### src/rtl/fpu_mac_seq_if.sv
// -----------------------------------------------------------------------------
// fpu_mac_seq_if
// Handshake/data bundle between a requester and the fpu_mac_seq unit.
//
// Valid/ready contract (both channels): a beat transfers on the rising clock
// edge where valid and ready are both high. The producer holds valid and its
// payload stable until that edge; ready may change freely.
//
// Signals (W = 1 + EXP_W + MAN_W):
//   in_valid  / in_ready   : operation request channel
//   op[1:0]                : 00 add, 01 sub (a-b), 10 mul, 11 mac
//   a, b      [W-1:0]      : operands
//   acc_clr                : clear accumulator (honoured only while idle)
//   out_valid / out_ready  : result channel
//   result    [W-1:0]      : result word (new accumulator for mac)
//   ovf, unf               : overflow-to-infinity / flush-to-zero flags
// Modports: master = requester side, slave = fpu_mac_seq side.
// -----------------------------------------------------------------------------
interface fpu_mac_seq_if #(
    parameter int EXP_W = 5,
    parameter int MAN_W = 10
);
    localparam int W = 1 + EXP_W + MAN_W;

    logic         in_valid;
    logic         in_ready;
    logic [1:0]   op;
    logic [W-1:0] a;
    logic [W-1:0] b;
    logic         acc_clr;
    logic         out_valid;
    logic         out_ready;
    logic [W-1:0] result;
    logic         ovf;
    logic         unf;

    modport master (
        output in_valid, op, a, b, acc_clr, out_ready,
        input  in_ready, out_valid, result, ovf, unf
    );

    modport slave (
        input  in_valid, op, a, b, acc_clr, out_ready,
        output in_ready, out_valid, result, ovf, unf
    );
endinterface

### src/rtl/fpu_mac_seq.sv
// -----------------------------------------------------------------------------
// fpu_mac_seq
// Multi-cycle floating-point add/sub/mul/multiply-accumulate unit with a
// parametrised exponent/mantissa format. Alignment and normalisation shift one
// bit per cycle. Subnormals read as signed zero, exponent all-ones reads as
// infinity, NaN is not supported.
//
// Ports:
//   clk         : clock, rising edge
//   rst_n       : asynchronous active-low reset
//   bus         : fpu_mac_seq_if.slave (request/result channels, flags)
//   state_dbg_o : current FSM state (IDLE=0 MUL=1 ALIGN=2 ADD=3 NORM=4
//                 ROUND=5 DONE=6)
//
// Build option: define FPU_RNE_EN for round-to-nearest-even; otherwise the
// result is truncated.
//
// Internal mantissa layout (MX = MAN_W+5 bits):
//   [MX-1] carry, [MX-2] hidden one, [MX-3:3] fraction, [2:0] guard/round/sticky
// -----------------------------------------------------------------------------
module fpu_mac_seq #(
    parameter int EXP_W = 5,
    parameter int MAN_W = 10
) (
    input  logic       clk,
    input  logic       rst_n,
    fpu_mac_seq_if.slave bus,
    output logic [2:0] state_dbg_o
);
    localparam int W    = 1 + EXP_W + MAN_W;
    localparam int EW   = EXP_W + 2;          // signed working exponent
    localparam int MX   = MAN_W + 5;          // working mantissa
    localparam int PW   = 2 * MAN_W + 2;      // raw product width
    localparam int CW   = $clog2(MAN_W + 5) + 1;
    localparam int BIAS = (1 << (EXP_W - 1)) - 1;
    localparam int EMAX = (1 << EXP_W) - 1;

    localparam logic signed [EW-1:0] BIAS_E = EW'(BIAS);
    localparam logic signed [EW-1:0] EMAX_E = EW'(EMAX);
    localparam logic signed [EW-1:0] ZERO_E = '0;
    localparam logic signed [EW-1:0] ONE_E  = EW'(1);
    localparam logic [CW-1:0]        LIM    = CW'(MAN_W + 4);

    localparam logic [1:0] OP_SUB = 2'b01;
    localparam logic [1:0] OP_MUL = 2'b10;
    localparam logic [1:0] OP_MAC = 2'b11;

    typedef enum logic [2:0] {
        S_IDLE  = 3'd0,
        S_MUL   = 3'd1,
        S_ALIGN = 3'd2,
        S_ADD   = 3'd3,
        S_NORM  = 3'd4,
        S_ROUND = 3'd5,
        S_DONE  = 3'd6
    } state_t;

    state_t                state_q, state_d;
    logic [1:0]            op_q, op_d;
    logic                  xs_q, xs_d, ys_q, ys_d;
    logic signed [EW-1:0]  xe_q, xe_d, ye_q, ye_d;
    logic [MX-1:0]         xm_q, xm_d, ym_q, ym_d;
    logic                  inf_q, inf_d, inf_s_q, inf_s_d;
    logic [CW-1:0]         cnt_q, cnt_d;
    logic [W-1:0]          acc_q, acc_d;
    logic [W-1:0]          result_q, result_d;
    logic                  ovf_q, ovf_d, unf_q, unf_d;

    function automatic logic [MX-1:0] unpack_man(input logic [W-1:0] v);
        if (v[W-2:MAN_W] == '0) return '0;
        return {2'b01, v[MAN_W-1:0], 3'b000};
    endfunction

    function automatic logic signed [EW-1:0] unpack_exp(input logic [W-1:0] v);
        return {2'b00, v[W-2:MAN_W]};
    endfunction

    function automatic logic is_inf(input logic [W-1:0] v);
        return &v[W-2:MAN_W];
    endfunction

    // Right shift by one; anything falling off is folded into the sticky bit.
    function automatic logic [MX-1:0] shr1(input logic [MX-1:0] m);
        return {1'b0, m[MX-1:2], m[1] | m[0]};
    endfunction

    // ---------------- shared combinational datapath -------------------------
    logic [W-1:0]         b_eff;
    logic [PW-1:0]        prod;
    logic [PW+2:0]        prod_ext;
    logic [MX-1:0]        prod_m, prod_nm;
    logic signed [EW-1:0] prod_e, prod_ne;
    logic                 prod_zero;
    logic                 align_done, norm_done;
    logic                 x_ge;
    logic [MX-1:0]        add_m;
    logic                 add_s;
    logic signed [EW-1:0] add_e;
    logic [MAN_W-1:0]     rnd_frac;
    logic signed [EW-1:0] rnd_e;
    logic [W-1:0]         rnd_word;
    logic                 rnd_ovf, rnd_unf;

    assign b_eff = (bus.op == OP_SUB) ? {~bus.b[W-1], bus.b[W-2:0]} : bus.b;

    assign prod      = PW'(xm_q[MX-2:3]) * PW'(ym_q[MX-2:3]);
    assign prod_ext  = {prod, 3'b000};
    assign prod_m    = {prod_ext[PW+2:MAN_W+1], prod_ext[MAN_W] | (|prod_ext[MAN_W-1:0])};
    assign prod_e    = xe_q + ye_q - BIAS_E;
    assign prod_zero = (xm_q == '0) || (ym_q == '0);
    // The mac product is pre-normalised so the following add cannot overflow
    // the carry bit.
    assign prod_nm   = prod_m[MX-1] ? shr1(prod_m) : prod_m;
    assign prod_ne   = prod_m[MX-1] ? prod_e + ONE_E : prod_e;

    assign align_done = (xm_q == '0) || (ym_q == '0) || (xe_q == ye_q) || (cnt_q == LIM);
    assign norm_done  = (xm_q == '0) || (!xm_q[MX-1] && (xm_q[MX-2] || cnt_q == LIM));

    assign x_ge  = (xm_q >= ym_q);
    assign add_m = (xs_q == ys_q) ? xm_q + ym_q : (x_ge ? xm_q - ym_q : ym_q - xm_q);
    always_comb begin
        add_s = (xs_q == ys_q) ? xs_q : (x_ge ? xs_q : ys_q);
        if (xs_q != ys_q && add_m == '0) add_s = 1'b0;
        // A zero operand carries no meaningful exponent.
        if (xm_q == '0)       add_e = ye_q;
        else if (ym_q == '0)  add_e = xe_q;
        else                  add_e = (xe_q > ye_q) ? xe_q : ye_q;
    end

`ifdef FPU_RNE_EN
    logic               rnd_up;
    logic [MAN_W+1:0]   rnd_sum;
    assign rnd_up   = xm_q[2] & (xm_q[1] | xm_q[0] | xm_q[3]);
    assign rnd_sum  = {1'b0, xm_q[MX-2:3]} + {{(MAN_W+1){1'b0}}, rnd_up};
    // Carry out of 1.11..1 + ulp gives 10.00..0: fraction clears, exponent +1.
    assign rnd_frac = rnd_sum[MAN_W+1] ? '0 : rnd_sum[MAN_W-1:0];
    assign rnd_e    = rnd_sum[MAN_W+1] ? xe_q + ONE_E : xe_q;
`else
    assign rnd_frac = xm_q[MX-3:3];
    assign rnd_e    = xe_q;
`endif

    always_comb begin
        rnd_word = {xs_q, rnd_e[EXP_W-1:0], rnd_frac};
        rnd_ovf  = 1'b0;
        rnd_unf  = 1'b0;
        if (inf_q) begin
            rnd_word = {inf_s_q, {EXP_W{1'b1}}, {MAN_W{1'b0}}};
        end else if (xm_q == '0) begin
            rnd_word = {xs_q, {(W-1){1'b0}}};
        end else if (rnd_e >= EMAX_E) begin
            rnd_word = {xs_q, {EXP_W{1'b1}}, {MAN_W{1'b0}}};
            rnd_ovf  = 1'b1;
        end else if (rnd_e <= ZERO_E) begin
            rnd_word = {xs_q, {(W-1){1'b0}}};
            rnd_unf  = 1'b1;
        end
    end

    // ---------------- FSM: state register -----------------------------------
    always_ff @(posedge clk or negedge rst_n) begin
        if (!rst_n) state_q <= S_IDLE;
        else        state_q <= state_d;
    end

    // ---------------- FSM: next state ---------------------------------------
    always_comb begin
        state_d = state_q;
        case (state_q)
            S_IDLE:  if (bus.in_valid) state_d = bus.op[1] ? S_MUL : S_ALIGN;
            S_MUL: begin
                if (inf_q || (op_q == OP_MAC && is_inf(acc_q))) state_d = S_ROUND;
                else if (op_q == OP_MUL)                        state_d = S_NORM;
                else                                            state_d = S_ALIGN;
            end
            S_ALIGN: begin
                if (inf_q)           state_d = S_ROUND;
                else if (align_done) state_d = S_ADD;
            end
            S_ADD:   state_d = S_NORM;
            S_NORM:  if (norm_done) state_d = S_ROUND;
            S_ROUND: state_d = S_DONE;
            S_DONE:  if (bus.out_ready) state_d = S_IDLE;
            default: state_d = S_IDLE;
        endcase
    end

    // ---------------- FSM: outputs ------------------------------------------
    always_comb begin
        bus.in_ready  = (state_q == S_IDLE);
        bus.out_valid = (state_q == S_DONE);
        bus.result    = result_q;
        bus.ovf       = ovf_q;
        bus.unf       = unf_q;
        state_dbg_o   = state_q;
    end

    // ---------------- datapath next-state -----------------------------------
    always_comb begin
        op_d     = op_q;
        xs_d     = xs_q;
        xe_d     = xe_q;
        xm_d     = xm_q;
        ys_d     = ys_q;
        ye_d     = ye_q;
        ym_d     = ym_q;
        inf_d    = inf_q;
        inf_s_d  = inf_s_q;
        cnt_d    = cnt_q;
        acc_d    = acc_q;
        result_d = result_q;
        ovf_d    = ovf_q;
        unf_d    = unf_q;
        case (state_q)
            S_IDLE: begin
                // Clear takes effect before a simultaneous mac reads the acc.
                if (bus.acc_clr) acc_d = '0;
                if (bus.in_valid) begin
                    op_d  = bus.op;
                    xs_d  = bus.a[W-1];
                    xe_d  = unpack_exp(bus.a);
                    xm_d  = unpack_man(bus.a);
                    ys_d  = b_eff[W-1];
                    ye_d  = unpack_exp(b_eff);
                    ym_d  = unpack_man(b_eff);
                    cnt_d = '0;
                    ovf_d = 1'b0;
                    unf_d = 1'b0;
                    inf_d = is_inf(bus.a) || is_inf(b_eff);
                    if (bus.op[1]) inf_s_d = bus.a[W-1] ^ bus.b[W-1];
                    else           inf_s_d = is_inf(bus.a) ? bus.a[W-1] : b_eff[W-1];
                end
            end
            S_MUL: begin
                xs_d  = xs_q ^ ys_q;
                cnt_d = '0;
                if (prod_zero) begin
                    xm_d = '0;
                    xe_d = ZERO_E;
                end else if (op_q == OP_MUL) begin
                    xm_d = prod_m;
                    xe_d = prod_e;
                end else begin
                    xm_d = prod_nm;
                    xe_d = prod_ne;
                end
                if (op_q == OP_MAC) begin
                    ys_d = acc_q[W-1];
                    ye_d = unpack_exp(acc_q);
                    ym_d = unpack_man(acc_q);
                    if (!inf_q && is_inf(acc_q)) begin
                        inf_d   = 1'b1;
                        inf_s_d = acc_q[W-1];
                    end
                end
            end
            S_ALIGN: begin
                if (!align_done) begin
                    cnt_d = cnt_q + CW'(1);
                    if (xe_q < ye_q) begin
                        xm_d = shr1(xm_q);
                        xe_d = xe_q + ONE_E;
                    end else begin
                        ym_d = shr1(ym_q);
                        ye_d = ye_q + ONE_E;
                    end
                end
            end
            S_ADD: begin
                xm_d  = add_m;
                xs_d  = add_s;
                xe_d  = add_e;
                cnt_d = '0;
            end
            S_NORM: begin
                if (!norm_done) begin
                    if (xm_q[MX-1]) begin
                        xm_d = shr1(xm_q);
                        xe_d = xe_q + ONE_E;
                    end else begin
                        xm_d  = {xm_q[MX-2:0], 1'b0};
                        xe_d  = xe_q - ONE_E;
                        cnt_d = cnt_q + CW'(1);
                    end
                end
            end
            S_ROUND: begin
                result_d = rnd_word;
                ovf_d    = rnd_ovf;
                unf_d    = rnd_unf;
                if (op_q == OP_MAC) acc_d = rnd_word;
            end
            default: ;
        endcase
    end

    always_ff @(posedge clk or negedge rst_n) begin
        if (!rst_n) begin
            op_q     <= '0;
            xs_q     <= 1'b0;
            xe_q     <= '0;
            xm_q     <= '0;
            ys_q     <= 1'b0;
            ye_q     <= '0;
            ym_q     <= '0;
            inf_q    <= 1'b0;
            inf_s_q  <= 1'b0;
            cnt_q    <= '0;
            acc_q    <= '0;
            result_q <= '0;
            ovf_q    <= 1'b0;
            unf_q    <= 1'b0;
        end else begin
            op_q     <= op_d;
            xs_q     <= xs_d;
            xe_q     <= xe_d;
            xm_q     <= xm_d;
            ys_q     <= ys_d;
            ye_q     <= ye_d;
            ym_q     <= ym_d;
            inf_q    <= inf_d;
            inf_s_q  <= inf_s_d;
            cnt_q    <= cnt_d;
            acc_q    <= acc_d;
            result_q <= result_d;
            ovf_q    <= ovf_d;
            unf_q    <= unf_d;
        end
    end

endmodule
### src/flat_wrapper.sv
// flat-port wrapper written by rule: the top's interface ports become plain ports
module fpu_mac_seq_flat 
#(
    parameter int EXP_W = 5,
    parameter int MAN_W = 10
)
  (clk, rst_n, state_dbg_o, bus_in_valid, bus_op, bus_a, bus_b, bus_acc_clr, bus_out_ready, bus_in_ready, bus_out_valid, bus_result, bus_ovf, bus_unf);
  fpu_mac_seq_if #(.EXP_W(EXP_W), .MAN_W(MAN_W)) bus_i ();
  input  logic clk;
  input  logic rst_n;
  output logic [2:0] state_dbg_o;
  input wire logic [$bits(bus_i.in_valid)-1:0] bus_in_valid;
  input wire logic [$bits(bus_i.op)-1:0] bus_op;
  input wire logic [$bits(bus_i.a)-1:0] bus_a;
  input wire logic [$bits(bus_i.b)-1:0] bus_b;
  input wire logic [$bits(bus_i.acc_clr)-1:0] bus_acc_clr;
  input wire logic [$bits(bus_i.out_ready)-1:0] bus_out_ready;
  output wire logic [$bits(bus_i.in_ready)-1:0] bus_in_ready;
  output wire logic [$bits(bus_i.out_valid)-1:0] bus_out_valid;
  output wire logic [$bits(bus_i.result)-1:0] bus_result;
  output wire logic [$bits(bus_i.ovf)-1:0] bus_ovf;
  output wire logic [$bits(bus_i.unf)-1:0] bus_unf;
  assign bus_i.in_valid = bus_in_valid;
  assign bus_i.op = bus_op;
  assign bus_i.a = bus_a;
  assign bus_i.b = bus_b;
  assign bus_i.acc_clr = bus_acc_clr;
  assign bus_i.out_ready = bus_out_ready;
  assign bus_in_ready = bus_i.in_ready;
  assign bus_out_valid = bus_i.out_valid;
  assign bus_result = bus_i.result;
  assign bus_ovf = bus_i.ovf;
  assign bus_unf = bus_i.unf;
  fpu_mac_seq #(.EXP_W(EXP_W), .MAN_W(MAN_W)) u_core (.clk(clk), .rst_n(rst_n), .bus(bus_i), .state_dbg_o(state_dbg_o));
endmodule
### config.mk
export PLATFORM = sky130hd
export DESIGN_NAME = fpu_mac_seq_flat
export DESIGN_NICKNAME = d
export VERILOG_FILES = /design/src/rtl/fpu_mac_seq_if.sv /design/src/rtl/fpu_mac_seq.sv /design/src/flat_wrapper.sv
export SDC_FILE = /design/constraint.sdc
export NUM_CORES = 1
export LEC_CHECK = 0
export BUFFER_PORTS_ARGS = -buffer_cell sky130_fd_sc_hd__clkbuf_2
export CORE_ASPECT_RATIO = 1.4
export CORE_MARGIN = 5
export CORE_UTILIZATION = 35
export DETAILED_ROUTE_END_ITERATION = 16
export GPL_TIMING_DRIVEN = 0
export MAX_ROUTING_LAYER = met4
export PLACE_DENSITY = 0.52
export SKIP_CTS_REPAIR_TIMING = 1
export SYNTH_ARGS = -nofsm -noshare
export SYNTH_HDL_FRONTEND = slang
export SYNTH_SLANG_ARGS = --single-unit
### constraint.sdc
create_clock -name clk -period 7.8 [get_ports clk]
set_input_delay 0 -clock clk [delete_from_list [all_inputs] [get_ports clk]]
set_output_delay 0 -clock clk [all_outputs]
set_load 0.1 [all_outputs]
==> out/qor.json <==
{
  "synth": {
    "synth_seq_area_share_pct": 19.41,
    "most_used_flip_flop_cell_after_synthesis": "sky130_fd_sc_hd__dfrtp_1",
    "synth_most_common_cell": "sky130_fd_sc_hd__nand2_1",
    "async_reset_ff_share_pct": 100.0,
    "synth_seq_cells": 91,
    "post_synth.cell_area_avg_um2": 8.058,
    "synthCells": 1456,
    "ys_top_cells_by_area": "sky130_fd_sc_hd__dfrtp_1 (19%), sky130_fd_sc_hd__fa_1 (14%), sky130_fd_sc_hd__ha_1 (14%)",
    "synth.top_cells.by_count": "sky130_fd_sc_hd__nand2_1 (177), sky130_fd_sc_hd__inv_1 (175), sky130_fd_sc_hd__nor2_1 (148)",
    "synth_area_leader_cell": "sky130_fd_sc_hd__dfrtp_1",
    "netlist-cell-type-count": 75,
    "post_synth_instance_area_um2": 11730,
    "synth_enable_flop_cells": 0,
    "yosysWarningCount": 0,
    "syn_nets": 1706,
    "yosysTopAreaCellShare_pct": 19.41
  },
  "setup_path": {
    "crit_path_max_incr_delay_ns": 0.70,
    "levels_on_crit_path": 23,
    "crit_path_top_delay_cell": "sky130_fd_sc_hd__clkbuf_1",
    "worstPathArrival_ns": 7.61,
    "cp-end-kind": "register",
    "timing.critical_path.fanout_max": 10,
    "cp_delay_by_family_top": "adder cells",
    "ff2ff_path_depth": 23,
    "crit_required_ns": 8.03,
    "cp.buffers_inverters": 7,
    "crit_path_cell_trace": "clkbuf_1, clkinvlp_4, nor2_1, ha_1, inv_1, fa_1, inv_1, fa_1, fa_1, inv_1, fa_1, inv_1, ha_1, and3_1, o21ai_0, a21oi_1, o21ai_1, a21o_1, nand3_1, clkbuf_1, nor2_1, o31ai_1, o21ai_0",
    "timing.critical_path.from_type": "register",
    "worst-setup-path-type": "reg -> reg"
  },
  "min_path": {
    "hp-class": "in -> reg",
    "holdPathStages": 3
  },
  "placed_design": {
    "dpl.hpwl_um": 36770,
    "place_congestion": 0.9445,
    "port_buffers": 61
  },
  "detailed_routing": {
    "post_drt_via_cell_ratio": 5.644,
    "finalWirelength_um": 45520,
    "wire_per_inst_um": 22.86,
    "detail_route.drc_violations": 0,
    "routed-via-count": 11240,
    "detail_route.iter0.violations": 986,
    "firstDrtPassIters": 7,
    "ant_nets": 0
  },
  "grt": {
    "first_global_vias": 11760,
    "grt_pass1_wl_um": 70450,
    "antenna_violations_before_repair": 0,
    "grt_max_degree": 56,
    "overflow": 0,
    "globalRouteTotalUtil_pct": 25.61
  },
  "clock_network": {
    "clock_sink_count": 91,
    "cts_tree": "done",
    "cts-htree-levels": 3,
    "clockRootBuffer": "sky130_fd_sc_hd__clkbuf_16",
    "clk-insertion-delay-late_ns": 0.37,
    "clock_tree.buffer_depth": 2,
    "clk_pin_slew_ns": 0.08,
    "cts_inserted_buffers": 9
  },
  "final_layout": {
    "areaGrowthSynthToFinish_pct": 11.40,
    "antennaDiodeCount": 0,
    "finalNetCount": 1791,
    "final_layout_size_suffix_gt1_share_pct": 7.503
  },
  "die": {
    "fp.coreArea_um2": 33210,
    "initial_core_util_pct": 35.33,
    "top_level_ports": 62,
    "die_area_um2": 37340,
    "placement_rows": 79,
    "chipHeight_um": 226.6,
    "fp.dieW_um": 164.7
  },
  "timing": {
    "max_clock_freq_mhz": 135.5,
    "max_slew_margin_pct": 6.782,
    "timing_hold_violations_final": 7,
    "finalWorstPathRequiredPeriod_ns": 7.381,
    "grt_setup_unrepaired": "false",
    "final.period_utilization_pct": 94.63,
    "whs_ns": -0.05555,
    "fin_skew_ns": 0.01116,
    "maxSlewViolCount": 0,
    "worst_pin_slew_ns": 1.388,
    "setup-violations-final": 0
  },
  "outcome": {
    "violations": "negative hold slack",
    "run_status": "complete, but fails checks"
  },
  "flow_run": {
    "maxCapViolCount": 0
  }
}
area by class of cell:
cell class,instances,area [µm²]
Timing Repair Buffer,74,455.4
Sequential cell,91,2277
Fill cell,3615,20140
Inverter,187,713.2
Multi-Input combinational cell,1110,8491
Clock inverter,7,81.33
Clock buffer,9,225.2
Buffer,68,270.3
Tap cell,445,556.8
registers in the layout (all words and copies together) (netlist names), 2 cells and up:
signal / flops
u_core.acc_q: 16
u_core.bus.result: 16
u_core.xm_q: 15
u_core.ym_q: 14
u_core.rnd_e: 7
u_core.ye_q: 7
u_core.cnt_q: 5
u_core.state_dbg_o: 3
u_core.op_q: 2
cell usage in the layout, fill, tap and decap left out, drive strengths merged, types with 16 or more instances in the layout:
cell type / netlist / final
a211oi: 17 / 17
a21o: 16 / 16
a21oi: 76 / 76
a222oi: 22 / 22
a31oi: 16 / 16
clkbuf: 57 / 127
dfrtp: 91 / 91
fa: 84 / 84
ha: 127 / 127
inv: 177 / 179
nand2: 178 / 178
nand3: 26 / 26
nand4: 20 / 20
nor2: 148 / 148
nor3: 30 / 30
o21ai: 86 / 86
xnor2: 48 / 48
xor2: 17 / 17
per-layer routing:
layer	GRT usage, %	routed length [µm]	vias to the layer above
met5	-	0	-
li1	-	-	5197
met1	28.52	17340	5501
met4	12.70	2727	0
met2	45.45	23600	412
met3	2.473	1849	128
kinds of logic (layout without fill, tap and decap cells):
| logic type | Yosys count | in the layout | share of synthesized area [%] |
|---|---|---|---|
| multiplexers | 25 | 25 | 2.282 |
| adder cells (fa/ha/maj) | 211 | 211 | 27.88 |
| buffers and inverters | 255 | 345 | 8.222 |
| AO/OA/AOI/OAI | 351 | 351 | 20.17 |
| flip-flops | 91 | 91 | 19.41 |
| XOR/XNOR | 65 | 65 | 4.852 |
| AND/OR/NAND/NOR | 458 | 458 | 17.19 |
worst min-delay path: stages:
cell	delay [ns]
sky130_fd_sc_hd__clkbuf_2	0.09
sky130_fd_sc_hd__a222oi_1	0.06
sky130_fd_sc_hd__o21ai_0	0.13
metrics by stage:
step / utilization, % / TNS, ns / std cells / worst slack [ns] / instance area [µm²]
detailed placement: 38.01 / 0 / 1963 / 0.04003 / 12620
CTS: 38.94 / -0.001240 / 1979 / -0.001240 / 12930
global route: 39.35 / 0 / 1991 / 0.05659 / 13070
global placement: 37.92 / -0.4626 / 1962 / -0.1167 / 12590
floorplan: - / 0 / 1456 / 2.156 / 11730
finish: 39.35 / 0 / 1991 / 0.4188 / 13070
worst paths after layout:
check	from	endpoint	slack (ns)
worst max-delay path	u_core.xm_q[3]	u_core.xm_q[8]	0.42
worst min-delay path	bus_b[1]	u_core.ym_q[4]	-0.06
worst max register to register	u_core.xm_q[3]	u_core.xm_q[8]	0.42
worst min register to register	u_core.bus.result[9]	u_core.bus.result[9]	0.48
max in group asynchronous	rst_n	u_core.cnt_q[0]	6.92
min in group asynchronous	rst_n	u_core.bus.result[0]	0.16
Power is not shown: default switching activity piles up to over one toggle a cycle in this logic, so the estimate is an artifact.
